**config.mk**
```make
export PLATFORM = sky130hd
export DESIGN_NAME = tdm_demux
export DESIGN_NICKNAME = d
export VERILOG_FILES = /design/src/rtl/tdm_pkg.sv /design/src/rtl/tdm_chan_fifo.sv /design/src/rtl/tdm_demux.sv
export SDC_FILE = /design/constraint.sdc
export NUM_CORES = 1
export LEC_CHECK = 0
export ABC_AREA = 1
export CAP_MARGIN = 5
export CORE_ASPECT_RATIO = 1.1
export CORE_MARGIN = 4
export CORE_UTILIZATION = 35
export CTS_CLUSTER_DIAMETER = 50
export DETAILED_ROUTE_END_ITERATION = 10
export PLACE_DENSITY = 0.54
export SYNTH_ARGS = -nofsm -noshare
export SYNTH_HDL_FRONTEND = slang
export SYNTH_SLANG_ARGS = --single-unit
```
**constraint.sdc**
```tcl
create_clock -name clk -period 3.5 [get_ports clk]
set_clock_uncertainty 0.1 [all_clocks]
set_input_delay 0.7 -clock clk [delete_from_list [all_inputs] [get_ports clk]]
set_output_delay 0.7 -clock clk [all_outputs]
set_load 0.02 [all_outputs]
```
**src/rtl/tdm_pkg.sv**
```systemverilog
// tdm_pkg: shared types and helpers for the TDM round-robin mux/demux pair.
`default_nettype none

package tdm_pkg;

  typedef enum logic [0:0] {
    UNSYNCED = 1'b0,
    SYNCED   = 1'b1
  } tdm_sync_state_t;

  // Slot counter width; a single-slot frame still gets a 1-bit counter.
  function automatic int tdm_slot_width(input int num_slots);
    return (num_slots > 1) ? $clog2(num_slots) : 1;
  endfunction

endpackage

`default_nettype wire

```
**src/rtl/tdm_chan_fifo.sv**
```systemverilog
// tdm_chan_fifo: first-word-fall-through channel FIFO with a sticky drop flag.
`default_nettype none

module tdm_chan_fifo #(
  parameter int DATA_WIDTH = 16,
  parameter int DEPTH      = 4
) (
  input  logic                  clk,
  input  logic                  rst,
  input  logic                  push,
  input  logic [DATA_WIDTH-1:0] push_data,
  input  logic                  pop,
  output logic [DATA_WIDTH-1:0] head,
  output logic                  full,
  output logic                  empty,
  output logic                  overflow
);

  localparam int AW = $clog2(DEPTH);

  logic [DATA_WIDTH-1:0] mem [DEPTH];
  logic [AW-1:0]         rd_ptr;
  logic [AW-1:0]         wr_ptr;
  logic [AW:0]           count;
  logic                  do_pop;
  logic                  do_push;

  assign empty   = (count == '0);
  assign full    = (count == (AW+1)'(DEPTH));
  assign do_pop  = pop && !empty;
  // A pop in the same cycle frees the slot the incoming beat needs.
  assign do_push = push && (!full || do_pop);
  assign head    = empty ? '0 : mem[rd_ptr];

  always_ff @(posedge clk) begin
    if (rst) begin
      rd_ptr   <= '0;
      wr_ptr   <= '0;
      count    <= '0;
      overflow <= 1'b0;
    end else begin
      if (do_push) wr_ptr <= wr_ptr + 1'b1;
      if (do_pop)  rd_ptr <= rd_ptr + 1'b1;
      count <= count + (AW+1)'(do_push) - (AW+1)'(do_pop);
      if (push && !do_push) overflow <= 1'b1;
    end
  end

  always_ff @(posedge clk) begin
    if (!rst && do_push) mem[wr_ptr] <= push_data;
  end

endmodule

`default_nettype wire

```
**src/rtl/tdm_demux.sv**
```systemverilog
// tdm_demux: steers an interleaved TDM beat stream into per-channel FWFT FIFOs
// by slot position, with frame-marker resynchronisation and slip reporting.
`default_nettype none

module tdm_demux
  import tdm_pkg::*;
#(
  parameter int DATA_WIDTH   = 16,
  parameter int NUM_CHANNELS = 2,
  parameter int FIFO_DEPTH   = 4
) (
  input  logic                                     clk,
  input  logic                                     rst,
  input  logic [DATA_WIDTH-1:0]                    tdm_data,
  input  logic                                     tdm_valid,
  input  logic                                     tdm_sof,
  output logic [NUM_CHANNELS-1:0][DATA_WIDTH-1:0]  ch_data,
  output logic [NUM_CHANNELS-1:0]                  ch_valid,
  input  logic [NUM_CHANNELS-1:0]                  ch_ready,
  output logic [NUM_CHANNELS-1:0]                  overflow,
  output logic                                     sync_err,
  output logic [tdm_slot_width(NUM_CHANNELS)-1:0]  slot
);

  localparam int             SW        = tdm_slot_width(NUM_CHANNELS);
  localparam logic [SW-1:0]  LAST_SLOT = SW'(NUM_CHANNELS - 1);

  tdm_sync_state_t           state;
  logic [DATA_WIDTH-1:0]     in_data;
  logic                      in_valid;
  logic                      in_sof;
  logic                      accept;
  logic [SW-1:0]             dest;
  logic [NUM_CHANNELS-1:0]   push;
  logic [NUM_CHANNELS-1:0]   empty;
  logic [NUM_CHANNELS-1:0]   unused_full;

  always_ff @(posedge clk) begin
    if (rst) begin
      in_data  <= '0;
      in_valid <= 1'b0;
      in_sof   <= 1'b0;
    end else begin
      in_data  <= tdm_data;
      in_valid <= tdm_valid;
      in_sof   <= tdm_valid && tdm_sof;
    end
  end

  // Until the first frame marker nothing is written; a marker always forces slot 0.
  always_comb begin
    accept = in_valid && (in_sof || (state == SYNCED));
    dest   = in_sof ? '0 : slot;
    push   = '0;
    if (accept) push[dest] = 1'b1;
  end

  assign sync_err = !rst && in_valid && in_sof && (state == SYNCED) && (slot != '0);

  always_ff @(posedge clk) begin
    if (rst) begin
      state <= UNSYNCED;
      slot  <= '0;
    end else if (accept) begin
      state <= SYNCED;
      if (in_sof)                 slot <= SW'(1);
      else if (slot == LAST_SLOT) slot <= '0;
      else                        slot <= slot + SW'(1);
    end
  end

  for (genvar i = 0; i < NUM_CHANNELS; i++) begin : g_chan
    tdm_chan_fifo #(
      .DATA_WIDTH (DATA_WIDTH),
      .DEPTH      (FIFO_DEPTH)
    ) u_fifo (
      .clk       (clk),
      .rst       (rst),
      .push      (push[i]),
      .push_data (in_data),
      .pop       (ch_ready[i]),
      .head      (ch_data[i]),
      .full      (unused_full[i]),
      .empty     (empty[i]),
      .overflow  (overflow[i])
    );
    assign ch_valid[i] = !empty[i];
  end

endmodule

`default_nettype wire

```
* Yosys cells after proc, flatten, opt, wreduce, memory -nomap -nowiden
Memories as Yosys holds them, arrays and structs flattened. A register that Yosys moved wholly into a read port is not among the register bits. Cells that the tools add are included.
Operators by class: reduce and logical (&&, ||, !) cells 27, bitwise gates (word level) 0, $lt $le $gt $ge 2, shift operators 0, $add $sub $neg 9, multiply operators 0, muxes and demuxes 16, equal/unequal tests 2, divide/modulo/power cells 0
Operators with widths (count):
- $mux 16 | 2
- $logic_and 1x1->1 | 15
- $mux 2 | 5
- $add 2x1->2 const B | 4
- $mux 1 | 8
- $logic_not 1->1 | 7
- $add 3x1->3 | 2
- $eq 3x3->1 const B | 2
- $logic_not 3->1 | 2
- $sub 3x1->3 | 2
- $logic_or 1x1->1 | 3
- $lt 1x2->1 const B | 1
- $add 1x1->1 const B | 1
- $demux 1 s1 | 1
- $ge 1x1->1 const B | 1
Word-level totals: bits in latches 0, ROM bits 0, bits in writable memories 128, output and inout port bits 38, memories kept 2, bits in registers 36, logic and storage cells 71
Memory list:
- g_chan[0].u_fifo.mem | words 4, width 16, read ports 1, clocked after Yosys merged registers in 1, wr ports 1, RTL line tdm_chan_fifo.sv:21 | logic [DATA_WIDTH-1:0] mem [DEPTH];
- g_chan[1].u_fifo.mem | words 4, width 16, read ports 1, clocked after Yosys merged registers in 1, wr ports 1, RTL line tdm_chan_fifo.sv:21

* Logic depth before layout (Yosys ltp)
Gate-level depths: netlist of run 1.
depth in word-level cells 10, depth in mapped cells 12

* Cells and area by module
A second synthesis of run 1 with hierarchy kept.
Unflattened totals: cell total of the unflattened synthesis 604, area, all modules 6831.6 um2
By module, submodules not included:
- tdm_chan_fifo | instances 2, area an instance 3105.5 um2, cells each 265
- tdm_demux | instances 1, area an instance 620.6 um2, cells each 74

* Worst setup path before layout of run 1
Ideal clock, no wire load.
kind input to register, from input port ch_ready[0], to memory g_chan[0].u_fifo.mem[0][0], enable pin, setup slack 1.276 ns, data required time 3.011 ns, arrival time 1.735 ns, stages 6, cell sequence inv_1 nand2_1 nor2_2 nor2_4 nand2_2 nor2_1
On the way: word-level cells in the longest chain between the ends 6
Ends and longest elaborated chain:
- from (decl) | RTL line tdm_demux.sv:19 | input logic [NUM_CHANNELS-1:0] ch_ready,
- $logic_and 1x1->1 | RTL line tdm_chan_fifo.sv:30 | assign do_pop = pop && !empty;
- $logic_or 1x1->1 | RTL line tdm_chan_fifo.sv:32 | assign do_push = push && (!full || do_pop);
- $logic_and 1x1->1 | RTL line tdm_chan_fifo.sv:32
- $logic_and 1x1->1 | RTL line tdm_chan_fifo.sv:50 | if (!rst && do_push) mem[wr_ptr] <= push_data;
- $mux 1 | RTL line tdm_chan_fifo.sv:50
- $mux 1 (implied by the code) | RTL line tdm_chan_fifo.sv:50
- to (decl) | RTL line tdm_chan_fifo.sv:21
No other way between the ends.

==> metrics.yaml, run 1 <==
tightestPinTransition_ps: 709
gr-total-overflow: 0
slew-limit-headroom_pct: 52.7
die_h_um: 154
min_to: "g_chan[1].u_fifo.overflow"
pin_count: 60
arrival_ps: 2500
core-area_um2: 19000
synth_cells: 601
synth-edff-count: 128
synth_top_area_share_pct: 57.0
cts_tree: "built"
ys_async_sr_fraction_pct: 0
required_ps: 2700
fp.dieW_um: 140
grt_max_degree: 33
fin_nets: 703
synth_cell_types: 28
gp_congestion: 0.722
start_kind: "flop"
avgSynthCellArea_um2: 11.2
ctsHoldBuffers: 0
r2r-start: "g_chan[1].u_fifo.count[1]"
antenna_found_initial: 0
worstSetupPathType: "reg -> out"
rsz0062_at_grt: "false"
r2r_setup_slack_ps: 1250
outcome: "finished, final reports clean"
endpoint_kind: "output port"
synth_common_cells: "nor2_1 (179), edfxtp_1 (128), o21ai_0 (60), inv_1 (51), dfxtp_1 (40)"
yosys_warnings: 0
first_iter_violations: 282
fin_crit_sh_pct: 94.3
finalPower_uw: 6100
design_area_um2: 8170
dieArea_um2: 21600
cts_made_buffers: 17
multi_input_area_um2: 1670
root_buffer: "clkbuf_16"
peakVddDrop_v: 0.000404
final_cells: 927
synth_nets: 637
synth_most_common_cell: "nor2_1"
via_per_inst: 4.62
min_period_ps: 3300
htreeDepth: 4
cts.clk_slew.worst_paths_ps: 60
drc: 0
synthFlopType: "edfxtp_1"
drv_cap: 0
track_usage_pct: 13.7
yosys-top-cells-area: "edfxtp_1 (57%), dfxtp_1 (12%), nor2_1 (10%), o21ai_0 (4.4%), inv_1 (2.8%)"
setup_viol: 0
slew_viol_final: 0
regToRegEndpoint: "g_chan[1].u_fifo.count[2]"
firstDrtPassIters: 4
grt_pass1_vias: 4271
crit_path_max_fanout: 15
start_util_pct: 35.5
ys_seq_area_share_pct: 68.8
grt_pass1_wl_mm: 22.9
cts_buffer_depth: 2
hpwl_mm: 9.00
seq_area_um2: 4640
wl_mm: 14.3
yosysTopAreaCell: "edfxtp_1"
wl_per_cell_um: 15.4
vias: 4284
area_growth_pct: 21.0
clk_latency_ps: 420
leakagePower_uw: 0.00299
hp-class: "reg -> reg"
post_cts_buffers: 0
port_buffers: 59
power_per_cell_area_nw_per_um2: 746
nFillCells: 1769
finalSetupTns_ps: 0
cts.sinks: 168
dp.cells: 895
hold_path_depth: 2
placed_cell_area_um2: 7550
whs_ps: 355
ys_ff_latch: 168
diodes: 0
netlist_area_um2: 6750
hold_violations: 0
min_from: "g_chan[1].u_fifo.overflow"
antenna_left: 0
cts_resized: 0
r2r_cells: 12
drive_above_1_share_pct: 9.56
max_freq_mhz: 303
std_cell_rows: 53
[kinds of logic (layout without fill, tap and decap cells)]
logic type                 Yosys count  count (layout)  share of synthesized area (%)
AOI/OAI and AO/OA                  104             104                           7.71
adders and majority gates           14              14                           2.82
and+or+nand+nor                    227             227                           13.9
DFF                                168             168                           68.8
buffers and inverters               86             165                           6.51
xor gates and xnor gates             2               2                          0.260
[flip-flops by register name, summed over array words and instances, names as in the netlist, named ones only]
register / count
g_chan.u_fifo.mem: 128
in_data: 16
slot: 1
g_chan.u_fifo.overflow: 2
state: 1
g_chan.u_fifo.wr_ptr: 4
in_valid: 1
in_sof: 1
g_chan.u_fifo.rd_ptr: 4
g_chan.u_fifo.count: 6
[worst max-delay path: stages (launching register included)]
cell,delay [ps]
dfxtp_1,660
buf_4,270
nor2_1,70
nor2_1,90
o21ai_0,90
a21oi_1,250
clkdlybuf4s50_1,650
[metrics by stage]
step | worst slack (ps) | util [%]
after floorplan | 1280 | -
after global placement | 715 | 39.7
after detailed placement | 608 | 39.7
after CTS | 112 | 42.9
after global routing | 21.9 | 42.9
final | 200 | 42.9
[layer usage]
layer | wire [um] | track usage, %
met5 | 0 | 0
met4 | 211 | 4.85
met3 | 631 | 3.27
met2 | 7180 | 22.7
met1 | 6290 | 17.6
[final cells by class]
| class | instances | share of cell area (%) |
|---|---|---|
| clock inverter | 10 | 1.75 |
| timing repair buffer | 74 | 8.61 |
| multi-input combinational | 347 | 20.4 |
| sequential | 168 | 56.9 |
| clock buffer | 22 | 5.81 |
| tap | 247 | 3.78 |
| inverter | 59 | 2.77 |
[report_power, final]
part           leakage (uW)  switching (uW)  total, uW  internal [uW]
combinational       0.00120            1150       1880            730
sequential          0.00150            78.3       2290           2210
clock              0.000289             741       1920           1180
[cells in the final DEF, fill, tap and decap left out, types with 2 or more instances in the layout]
master / Yosys / routed
bufinv_16: 0 / 3
o21ai_1: 6 / 6
clkbuf_8: 0 / 3
dfxtp_1: 40 / 40
clkbuf_16: 0 / 17
nand2_2: 5 / 5
edfxtp_1: 128 / 128
ha_1: 12 / 12
nand2_1: 25 / 25
nor2_4: 2 / 2
clkdlybuf4s50_1: 0 / 59
nor2_2: 2 / 2
clkinvlp_4: 0 / 4
a21oi_1: 38 / 38
buf_4: 5 / 15
nand2_4: 3 / 3
inv_1: 51 / 51
fa_1: 2 / 2
inv_2: 5 / 5
nor2_1: 179 / 179
nand3_1: 7 / 7
inv_4: 2 / 2
nand4_1: 2 / 2
clkbuf_1: 3 / 2
o21ai_0: 60 / 60
[how the worst max path moves through the flow]
stage                     cells after the start  slack [ps]                    endpoint   startpoint
after global routing                          4          20                 ch_data[31]         flop
after global placement                        6         720                 ch_data[16]         flop
final                                         6         200                 ch_data[16]         flop
after floorplan                               6        1280  g_chan[0].u_fifo.mem[0][0]  ch_ready[0]
after CTS                                     6         110                 ch_data[16]         flop
after detailed placement                      6         610                 ch_data[16]         flop
No activity file was read; power rests on OpenSTA's default activity.
==> run 2: changes to the inputs <==
--- a/config.mk
+++ b/config.mk
@@ -7,7 +7,6 @@
 export LEC_CHECK = 0
 export ABC_AREA = 1
 export CAP_MARGIN = 5
-export CORE_ASPECT_RATIO = 1.1
 export CORE_MARGIN = 4
 export CORE_UTILIZATION = 35
 export CTS_CLUSTER_DIAMETER = 50
==> run 2 against run 1 <==
Compared with the run above:
- fmax grew 3.4%
- utilization grew 0.36 points
- sequential power barely moved
- combinational power about the same
- die area about the same
- first-iteration DRC count rose by 39%
- critical path type unchanged
- critical endpoint is now ch_data[31]
- largest cell class unchanged
==> metrics.yaml, run 2 (synthesis gave the netlist of run 1 again) <==
outcome: "finished, final reports clean"
pwr-share-seq_pct: 38.5  # +0.9 points
fin_crit_sh_pct: 91.2  # -3.1 points
endpoint_kind: "output port"
ctsHoldBuffers: 0  # unchanged
start_kind: "flop"
fin_nets: 704  # +0.14%
fin_ws_ps: 309  # +109 ps
track_usage_pct: 13.4  # -0.29 points
required_ps: 2700  # about the same
cts_buffer_depth: 2  # unchanged
cts_resized: 0  # unchanged
r2r-start: "g_chan[1].u_fifo.count[1]"
final_cells: 941  # +1.5%
tightestPinTransition_ps: 629  # -79.8 ps
r2r_cells: 12  # unchanged
core-area_um2: 18800  # -1.1%
clk_latency_ps: 420  # about the same
seq_area_um2: 4640  # unchanged
fp.dieW_um: 147  # +4.6%
vias: 4215  # -1.6%
hpwl_mm: 8.82  # -2.0%
port_buffers: 59  # unchanged
std_cell_rows: 50  # -5.7%
top_regs: "g_chan.u_fifo.mem: 128 flops, in_data: 16 flops, g_chan.u_fifo.count: 6 flops"
intPower_uw: 3970  # -3.7%
cts_made_buffers: 17  # unchanged
r2r_setup_slack_ps: 1250  # about the same
area_growth_pct: 20.7
worstSetupPathType: "reg -> out"
crit_path_max_fanout: 32  # +17
multi_input_area_um2: 1670  # unchanged
swShare_pct: 32.9  # +0.58 points
regToRegEndpoint: "g_chan[1].u_fifo.count[2]"
post_cts_buffers: 0  # unchanged
largest_register_ffs: 128  # unchanged
power_frac_clock_pct: 30.0  # -1.5 points
via_per_inst: 4.48  # -3.1%
grt_pass1_wl_mm: 22.3  # -2.7%
die_h_um: 147  # -4.4%
wl_per_cell_um: 14.7  # -4.5%
drive_above_1_share_pct: 9.99  # +0.43 points
p_comb_share_pct: 31.5  # +0.6 points
arrival_ps: 2390  # -110 ps
htreeDepth: 4  # unchanged
min_period_ps: 3190  # -109 ps
dp.cells: 909  # +1.6%
antenna_left: 0  # unchanged
slew-limit-headroom_pct: 58.0  # +5.3 points
leakagePower_uw: 0.00300  # +0.23%
layout_commonest_cell: "nor2_1"
regMostFlops: "g_chan.u_fifo.mem"
cts_tree: "built"
root_buffer: "clkbuf_16"
firstDrtPassIters: 4  # unchanged
rsz0062_at_grt: "false"
hold_path_depth: 2  # unchanged
drv_cap: 0  # unchanged
grt_pass1_vias: 4297  # +0.61%
drc: 0  # unchanged
cts.sinks: 168  # unchanged
dieArea_um2: 21600  # about the same
finalSetupTns_ps: 0  # unchanged
setup_viol: 0  # unchanged
antenna_found_initial: 0  # unchanged
mostFrequentLayoutCells: "nor2_1 (179), edfxtp_1 (128), o21ai_0 (60)"
peakVddDrop_v: 0.000402  # -0.37%
dpl_worst_slack_ps: 693  # +84.2 ps
gp_congestion: 0.736  # +1.9%
hold_violations: 0  # unchanged
diodes: 0  # unchanged
hp-class: "reg -> reg"
first_iter_violations: 392  # +39%
cts.clk_slew.worst_paths_ps: 60  # about the same
wl_mm: 13.9  # -3.1%
pin_count: 60  # unchanged
slew_viol_final: 0  # unchanged
p_sw_uw: 1950  # -1.1%
crit_end: "ch_data[31]"
start_util_pct: 35.8  # +0.38 points
grt_max_degree: 33  # unchanged
power_per_cell_area_nw_per_um2: 727  # -2.6%
max_freq_mhz: 313  # +3.4%
nFillCells: 1733  # -2.0%
gr-total-overflow: 0  # unchanged
run 2: changes by cell type in the layout (fill, tap and decap cells not counted):
cell / previous run / this run
clkinvlp_4: 4 / 0
clkinv_2: 1 / 5
clkbuf_1: 2 / 0
clkinv_4: 1 / 4
bufinv_16: 3 / 1
buf_4: 15 / 16
clkbuf_8: 3 / 2
inv_8: 0 / 2
run 2: worst max-delay path, stage by stage (launching register included):
cell and delay [ps]:
dfxtp_1 310, buf_4 190, inv_2 360, o21ai_0 170, a21oi_1 280, clkdlybuf4s50_1 660
run 2: through the flow:
step	cell area (um^2)	util (%)	hold WS (ps)	total power, uW
after global placement	7570	40.2	339	4190
final	8150	43.3	350	5920
after detailed placement	7570	40.2	345	4220
after floorplan	6750	-	330	3510
after CTS	8150	43.3	355	6010
after global routing	8150	43.3	385	6280
run 2: cell type report:
class,count,area share (%)
clock inverter,13,1.49
clock buffer,19,5.56
timing repair buffer,75,8.72
multi-input combinational,347,20.4
tap,260,3.99
sequential,168,57.0
inverter,59,2.78
run 2: how the worst min path moves through the flow:
stage / startpoint / endpoint
floorplan: g_chan[1].u_fifo.overflow / g_chan[1].u_fifo.overflow
global placement: g_chan[1].u_fifo.overflow / g_chan[1].u_fifo.overflow
detailed placement: g_chan[1].u_fifo.overflow / g_chan[1].u_fifo.overflow
CTS: g_chan[1].u_fifo.overflow / g_chan[1].u_fifo.overflow
global route: g_chan[1].u_fifo.overflow / g_chan[1].u_fifo.overflow
finish: g_chan[1].u_fifo.overflow / g_chan[1].u_fifo.overflow
run 2: power by group through the flow:
stage / sequential, uW / combinational (uW) / clock (uW)
after floorplan: 2300 / 1210 / 0
after global placement: 2320 / 1870 / 0
after detailed placement: 2320 / 1890 / 0
after CTS: 2280 / 1900 / 1830
after global routing: 2290 / 2070 / 1920
final: 2280 / 1870 / 1780
run 2: layer usage:
metal  vias up  wire length (um)  global-route usage (%)
li1       2129                 -                       -
met1      1989              5990                    16.8
met5         -                 0                       0
met3         9               798                    3.45
met4         0               124                    4.94
met2        88              6970                    22.6
